$ cat src/rtl/gray_pos_tracker_pkg.sv
// rtl/gray_pos_tracker_pkg.sv - shared state encoding and direction codes for the Gray position tracker
package gray_pos_tracker_pkg;

   typedef enum logic {
      UNLOCKED = 1'b0,
      LOCKED   = 1'b1
   } state_t;

   localparam logic [1:0] DIR_NONE = 2'b00;
   localparam logic [1:0] DIR_UP   = 2'b01;
   localparam logic [1:0] DIR_DN   = 2'b10;

endpackage

$ cat src/rtl/gray2bin4.sv
// rtl/gray2bin4.sv - combinational 4-bit reflected Gray to binary decode
module gray2bin4 (
   input  logic [3:0] i_gray,
   output logic [3:0] o_bin
);

   // Each binary bit is the XOR of all Gray bits at or above it.
   assign o_bin[3] = i_gray[3];
   assign o_bin[2] = ^i_gray[3:2];
   assign o_bin[1] = ^i_gray[3:1];
   assign o_bin[0] = ^i_gray[3:0];

endmodule

$ cat src/rtl/gray_pos_tracker.sv
// rtl/gray_pos_tracker.sv - tracks signed position from a 4-bit Gray sample stream
module gray_pos_tracker
   import gray_pos_tracker_pkg::*;
#(
   parameter int unsigned POS_W = 8,
   parameter int unsigned ERR_W = 8
) (
   input  logic             i_clk,
   input  logic             i_rst_n,
   input  logic             i_gray_vld,
   input  logic [3:0]       i_gray,
   input  logic             i_clr,
   output logic [3:0]       o_bin,
   output logic [POS_W-1:0] o_pos,
   output logic [1:0]       o_dir,
   output logic             o_step,
   output logic             o_err,
   output logic [ERR_W-1:0] o_err_cnt,
   output logic             o_locked
);

   state_t           state_q, state_d;
   logic [3:0]       bin_q, bin_d;
   logic [POS_W-1:0] pos_q, pos_d;
   logic [1:0]       dir_q, dir_d;
   logic             step_q, step_d;
   logic             err_q, err_d;
   logic [ERR_W-1:0] err_cnt_q, err_cnt_d;

   logic [3:0]       bin_new;
   logic [3:0]       diff;
   logic             is_up;
   logic             is_dn;
   logic             is_same;

   gray2bin4 u_gray2bin4 (
      .i_gray (i_gray),
      .o_bin  (bin_new)
   );

   // The held o_bin value doubles as the reference sample; wrap-around of
   // the 4-bit subtraction turns 15->0 into +1 and 0->15 into -1.
   assign diff    = bin_new - bin_q;
   assign is_same = (diff == 4'd0);
   assign is_up   = (diff == 4'd1);
   assign is_dn   = (diff == 4'd15);

   // Next-state and next-output computation; clear beats a concurrent sample.
   always_comb begin
      state_d   = state_q;
      bin_d     = bin_q;
      pos_d     = pos_q;
      dir_d     = dir_q;
      step_d    = 1'b0;
      err_d     = 1'b0;
      err_cnt_d = err_cnt_q;
      if (i_clr) begin
         state_d   = UNLOCKED;
         bin_d     = 4'd0;
         pos_d     = '0;
         dir_d     = DIR_NONE;
         err_cnt_d = '0;
      end else if (i_gray_vld) begin
         bin_d = bin_new;
         if (state_q == UNLOCKED) begin
            state_d = LOCKED;
         end else if (is_same) begin
            dir_d = DIR_NONE;
         end else if (is_up) begin
            pos_d  = pos_q + POS_W'(1);
            dir_d  = DIR_UP;
            step_d = 1'b1;
         end else if (is_dn) begin
            pos_d  = pos_q - POS_W'(1);
            dir_d  = DIR_DN;
            step_d = 1'b1;
         end else begin
            dir_d = DIR_NONE;
            err_d = 1'b1;
            if (err_cnt_q != {ERR_W{1'b1}}) begin
               err_cnt_d = err_cnt_q + ERR_W'(1);
            end
         end
      end
   end

   // Single registered update of all tracking state with async reset.
   always_ff @(posedge i_clk or negedge i_rst_n) begin
      if (!i_rst_n) begin
         state_q   <= UNLOCKED;
         bin_q     <= 4'd0;
         pos_q     <= '0;
         dir_q     <= DIR_NONE;
         step_q    <= 1'b0;
         err_q     <= 1'b0;
         err_cnt_q <= '0;
      end else begin
         state_q   <= state_d;
         bin_q     <= bin_d;
         pos_q     <= pos_d;
         dir_q     <= dir_d;
         step_q    <= step_d;
         err_q     <= err_d;
         err_cnt_q <= err_cnt_d;
      end
   end

   assign o_bin     = bin_q;
   assign o_pos     = pos_q;
   assign o_dir     = dir_q;
   assign o_step    = step_q;
   assign o_err     = err_q;
   assign o_err_cnt = err_cnt_q;
   assign o_locked  = (state_q == LOCKED);

endmodule

$ cat config.mk
export PLATFORM = sky130hd
export DESIGN_NAME = gray_pos_tracker
export DESIGN_NICKNAME = d
export VERILOG_FILES = /design/src/rtl/gray_pos_tracker_pkg.sv /design/src/rtl/gray2bin4.sv /design/src/rtl/gray_pos_tracker.sv
export SDC_FILE = /design/constraint.sdc
export NUM_CORES = 1
export LEC_CHECK = 0
export CAP_MARGIN = 0
export CORE_MARGIN = 3
export CORE_UTILIZATION = 56
export CTS_CLUSTER_DIAMETER = 150
export DETAILED_ROUTE_END_ITERATION = 8
export PLACE_DENSITY = 0.82
export SYNTH_ARGS = -nofsm -noshare
export SYNTH_HDL_FRONTEND = slang
export SYNTH_SLANG_ARGS = --single-unit
$ cat constraint.sdc
create_clock -name i_clk -period 5.65 [get_ports i_clk]
set_clock_uncertainty 0.1 [all_clocks]
set_input_delay 0.565 -clock i_clk [delete_from_list [all_inputs] [get_ports i_clk]]
set_output_delay 0.565 -clock i_clk [all_outputs]
set_load 0.05 [all_outputs]
* Word-level counts from Yosys, hierarchy flattened *
Cells that the tools add are included.
W data, S select, Z words.

word-level totals
  output and inout bits = 25
  bits in registers = 25
  bits of input ports = 8
  logic and storage cells = 63

cells by class
  equal/unequal tests = 6
  multiplexer cells = 35
  reduce and logical (&&, ||, !) cells = 11
  add/subtract/negate cells = 4

operators by type and width
  kind                   number
  $mux W8                13
  $add A8 B1 Y8 const B  2
  $mux W1                14
  $mux W2                6
  $mux W4                2
  $ne A8 B8 Y1 const B   1
  $sub A8 B1 Y8 const B  1
  $ne A2 B2 Y1 const B   3
  $reduce_and A6 Y1      1
  $reduce_bool A2 Y1     3
  $eq A4 B1 Y1 const B   1
  $eq A4 B4 Y1 const B   1
  $logic_not A4 Y1       1
  $reduce_and A4 Y1      1
  $reduce_xor A4 Y1      1
  $sub A4 B4 Y4          1
  $reduce_bool A3 Y1     1
  $reduce_xor A3 Y1      1
  $reduce_and A2 Y1      1
  $reduce_xor A2 Y1      1

* Longest topological paths before layout *
  word-level depth = 9
  depth in mapped cells = 15
  depth with buffers taken out = 15

* Modules after synthesis *
From an unflattened synthesis, not the netlist that was laid out.

unflattened totals
  cells, all modules = 165
  area total of the unflattened synthesis = 1590.3 µm²

modules (own cells, without submodules)
  module            instances  area an instance (µm²)  seq. area each (µm²)  cells an instance
  gray_pos_tracker  1          1540.2                  625.6                 160
  gray2bin4         1          50.0                    0.0                   5

* Least setup slack after synthesis *
No wires, ideal clock.

  path type = input port to flip-flop
  from = input i_gray[3]
  to = register pos_q[6] (netlist: o_pos[6])
  stages = 14
  required time = 5.486 ns
  buffers on the path = 0
  setup slack = 1.581 ns
  arrival = 3.904 ns
  setup time = 0.064 ns
  cell sequence = xnor2_1 > xnor2_1 > xnor2_1 > ha_1 > fa_1 > xor2_1 > o211a_4 > nand2_4 > ha_1 > nor2b_1 > o31a_1 > or4b_2 > a31oi_1 > mux2_2

on the way
  cells in the longest elaborated chain, start to end = 8
  elaborated cells between the ends (all ways) = 15
  classes of those cells = add/sub (1); eq/ne (3); mux (5); reduce/logical (6)

ends and longest elaborated chain
  item                                       RTL line                 text
  from (decl)                                gray_pos_tracker.sv:11   input logic [3:0] i_gray,
  $reduce_xor A4 Y1 (tied with other cells)  gray2bin4.sv:11          assign o_bin[0] = ^i_gray[3:0];
  $sub A4 B4 Y4 *                            gray_pos_tracker.sv:43   assign diff = bin_new - bin_q;
  $eq A4 B1 Y1                               gray_pos_tracker.sv:45   assign is_up = (diff == 4'd1);
  $mux W8                                    gray_pos_tracker.sv:69   end else if (is_up) begin
  $mux W8                                    gray_pos_tracker.sv:67   end else if (is_same) begin
  $mux W8                                    gray_pos_tracker.sv:65   if (state_q == UNLOCKED) begin
  $mux W8                                    gray_pos_tracker.sv:63   end else if (i_gray_vld) begin
  $mux W8                                    gray_pos_tracker.sv:57   if (i_clr) begin
  to (signal assigned)                       gray_pos_tracker.sv:100  pos_q <= pos_d;
  to (decl)                                  gray_pos_tracker.sv:24   logic [POS_W-1:0] pos_q, pos_d;

Mark *: on every way between the ends. The rest lies on a longest branch, timed or not. The select of a mux whose other input is x is not followed.
A chain may end at the register's enable or synchronous reset.

* Worst setup path after layout *
Ends and elaborated chain as after synthesis.

==> results.ini <==
[synth]
avgSynthCellArea_sq_um = 9.56
synth.largest_area_cell = dfrtp_1
synth_edf_count = 0
synthesis.nets = 199
syn-cell-area_sq_um = 1710
netlist_top_cells_area = dfrtp_1 37%, ha_1 7.3%, mux2_2 7.2%
ys_ff_latch = 25
synth_seq_area_share_pct = 36.6
yosys_warnings = 0
synthCells = 179
synthFlopType = dfrtp_1
netlist.area_leader.share_pct = 36.6
netlist-cell-type-count = 45
synthArstFlopShare_pct = 100

[detailed_routing]
routed_wl_mm = 3.80
drt_iter0_markers = 62
ant_nets = 0
via_count = 1479
via_per_inst = 6.14
first_pass_iters = 4
drc = 0
avgRoutedWirePerCell_microns = 15.8

[clock_tree]
holdBufCountCts = 0
cts_root_buffer = clkbuf_4
cts_tree = yes
cts_resized = 0
htree_levels = 1
cts_buffers = 3
post-cts-setup-buffers = 0
cts_num_sinks = 25
cts.clk_slew.worst_paths_ns = 0.14
clk_latency_ns = 0.33
clk_path_buf_depth = 2

[placement]
dp_cells = 237
dp_slack_ns = 0.752
place_hpwl_mm = 2.81
gp_congestion = 0.917
numPortBuffers = 32

[hold_path]
whs_path_depth = 2
hold_end = o_dir[1]
min_path_type = reg -> reg
worstHoldStart = o_dir[1]

[setup_path]
crit_path_max_fanout = 8
cp-end-kind = flip-flop
start_kind = input pin
crit_type = in -> reg
reg2reg_from = o_bin[0]
required_ns = 5.83
worstRegToRegCells = 11
arrival_ns = 4.72
reg2reg_slack_ns = 2.09
rr_endpoint = o_pos[6]

[floorplanning]
coreArea_sq_um = 2830
start_util_pct = 60.5
die_w_microns = 61.3
rows = 19
die_h_microns = 61.3
die_area_sq_um = 3750
pin_count = 33

[sta]
relSlewSlack_pct = 24.1
finalSetupTns_ns = 0
rsz0062_at_grt = false
min_period_ns = 4.54
drv_slew = 0
hold_viol_final = 0
setup_viol = 0
fin_ws_ns = 1.11
fmax_ghz = 0.220
tightestPinTransition_ns = 1.14
post-route-period-util_pct = 80.3

[layout]
area_growth_pct = 21.5
fin_cells = 241
nNetsFinal = 231
fillers = 219
drive_gt1_share_pct = 11.0
n_antenna_cell = 0

[global_route]
antenna_found_initial = 0
gr-total-overflow = 0
grt_pass1_vias = 1362
grt_start_max_net_pins = 38
grtUsageTotal_pct = 22.1
grt_first_pass_wirelength_mm = 6.16

[pwr]
peakVddDrop_mv = 0.158
cellLeakagePower_nw = 0.910
finalPower_w = 0.000471
cellPowerDensity_nw_per_um2 = 227

[flow_run]
max-cap-violations = 0

[outcome]
status = finished clean

==> how the worst max path moves through the flow <==
stage | endpoint | cells after the start | startpoint
after floorplan | o_pos[6] | 14 | i_gray[3]
after global placement | o_pos[6] | 15 | i_gray[3]
after detailed placement | o_pos[6] | 15 | i_gray[3]
after CTS | o_pos[6] | 15 | i_gray[3]
after global routing | o_pos[6] | 15 | i_gray[3]
final | o_pos[6] | 15 | i_gray[3]
==> cells in the mapped netlist (3+ instances only) <==
cell,count
mux2i_1,4
inv_1,7
a21oi_1,6
nand2_1,9
nor2_1,24
dfrtp_1,25
o21ai_0,4
nor2b_1,13
clkbuf_1,3
xor2_1,3
mux2_2,11
nand3_1,3
ha_1,10
a211oi_1,3
nor3_1,5
o21a_1,3
nor4_1,3
a31oi_1,3
xnor2_1,4
==> metal layers <==
| metal | wire [microns] | GRT usage [%] |
|---|---|---|
| met1 | 1690 | 30.2 |
| met2 | 1790 | 33.8 |
| met3 | 212 | 4.61 |
| met4 | 104 | 9.29 |
| met5 | 0 | 0 |
==> sequential cells by signal, summed over array words and instances, names as in the netlist <==
name,cells
o_pos,8
o_bin,4
o_step,1
o_locked,1
o_dir,2
o_err_cnt,8
o_err,1
==> layout make-up <==
| type | count | area [sq um] | share of cell area [%] |
|---|---|---|---|
| Multi-Input combinational cell | 140 | 1030 | 49.5 |
| Timing Repair Buffer | 33 | 328 | 15.8 |
| Tap cell | 31 | 38.8 | 1.87 |
| Sequential cell | 25 | 626 | 30.1 |
| Clock buffer | 4 | 26.3 | 1.26 |
| Inverter | 8 | 30.0 | 1.44 |
==> kinds of logic after synthesis <==
| logic type | count (synthesis) | share of synthesized area, % |
|---|---|---|
| compound gates | 35 | 15.4 |
| flops | 25 | 36.6 |
| mux | 15 | 9.58 |
| buf+inv | 14 | 3.22 |
| fa+ha+maj | 12 | 9.66 |
| xor+xnor | 7 | 3.58 |
| simple gates | 71 | 21.9 |
==> per-stage QoR <==
step                      area (sq um)  hold slack (ns)  utilization, %
final                             2080            0.444            73.5
after global routing              2080            0.465            73.5
after CTS                         2080            0.445            73.5
after detailed placement          2050            0.425            72.5
after global placement            2050            0.416            72.5
after floorplan                   1710            0.169               -
==> critical path, cell delays in order <==
cell and delay [ns]:
clkdlybuf4s50_1 0.46, xnor2_1 0.31, xnor2_1 0.26, xnor2_1 0.15
ha_1 0.23, fa_1 0.40, xor2_1 0.27, o211a_4 0.27
nand2_4 0.10, ha_1 0.32, nor2b_1 0.17, o31a_1 0.27
or4b_2 0.61, a31oi_1 0.18, mux2_2 0.16
==> cell usage in the layout (no fill, tap or decap), types with 4 or more instances in the layout <==
cell	instances
nor2_1	24
a21oi_1	6
clkdlybuf4s50_1	32
nor2b_1	13
inv_1	7
nand2_1	9
nor3_1	5
mux2i_1	4
mux2_2	11
xnor2_1	4
dfrtp_1	25
ha_1	10
o21ai_0	4
==> where the power goes <==
| part | internal, W | switching (W) |
|---|---|---|
| Combinational | 0.0000765 | 0.000116 |
| Clock | 0.0000277 | 0.0000571 |
| Sequential | 0.000187 | 0.00000713 |
Note: power is estimated with default switching activity, not from simulation.
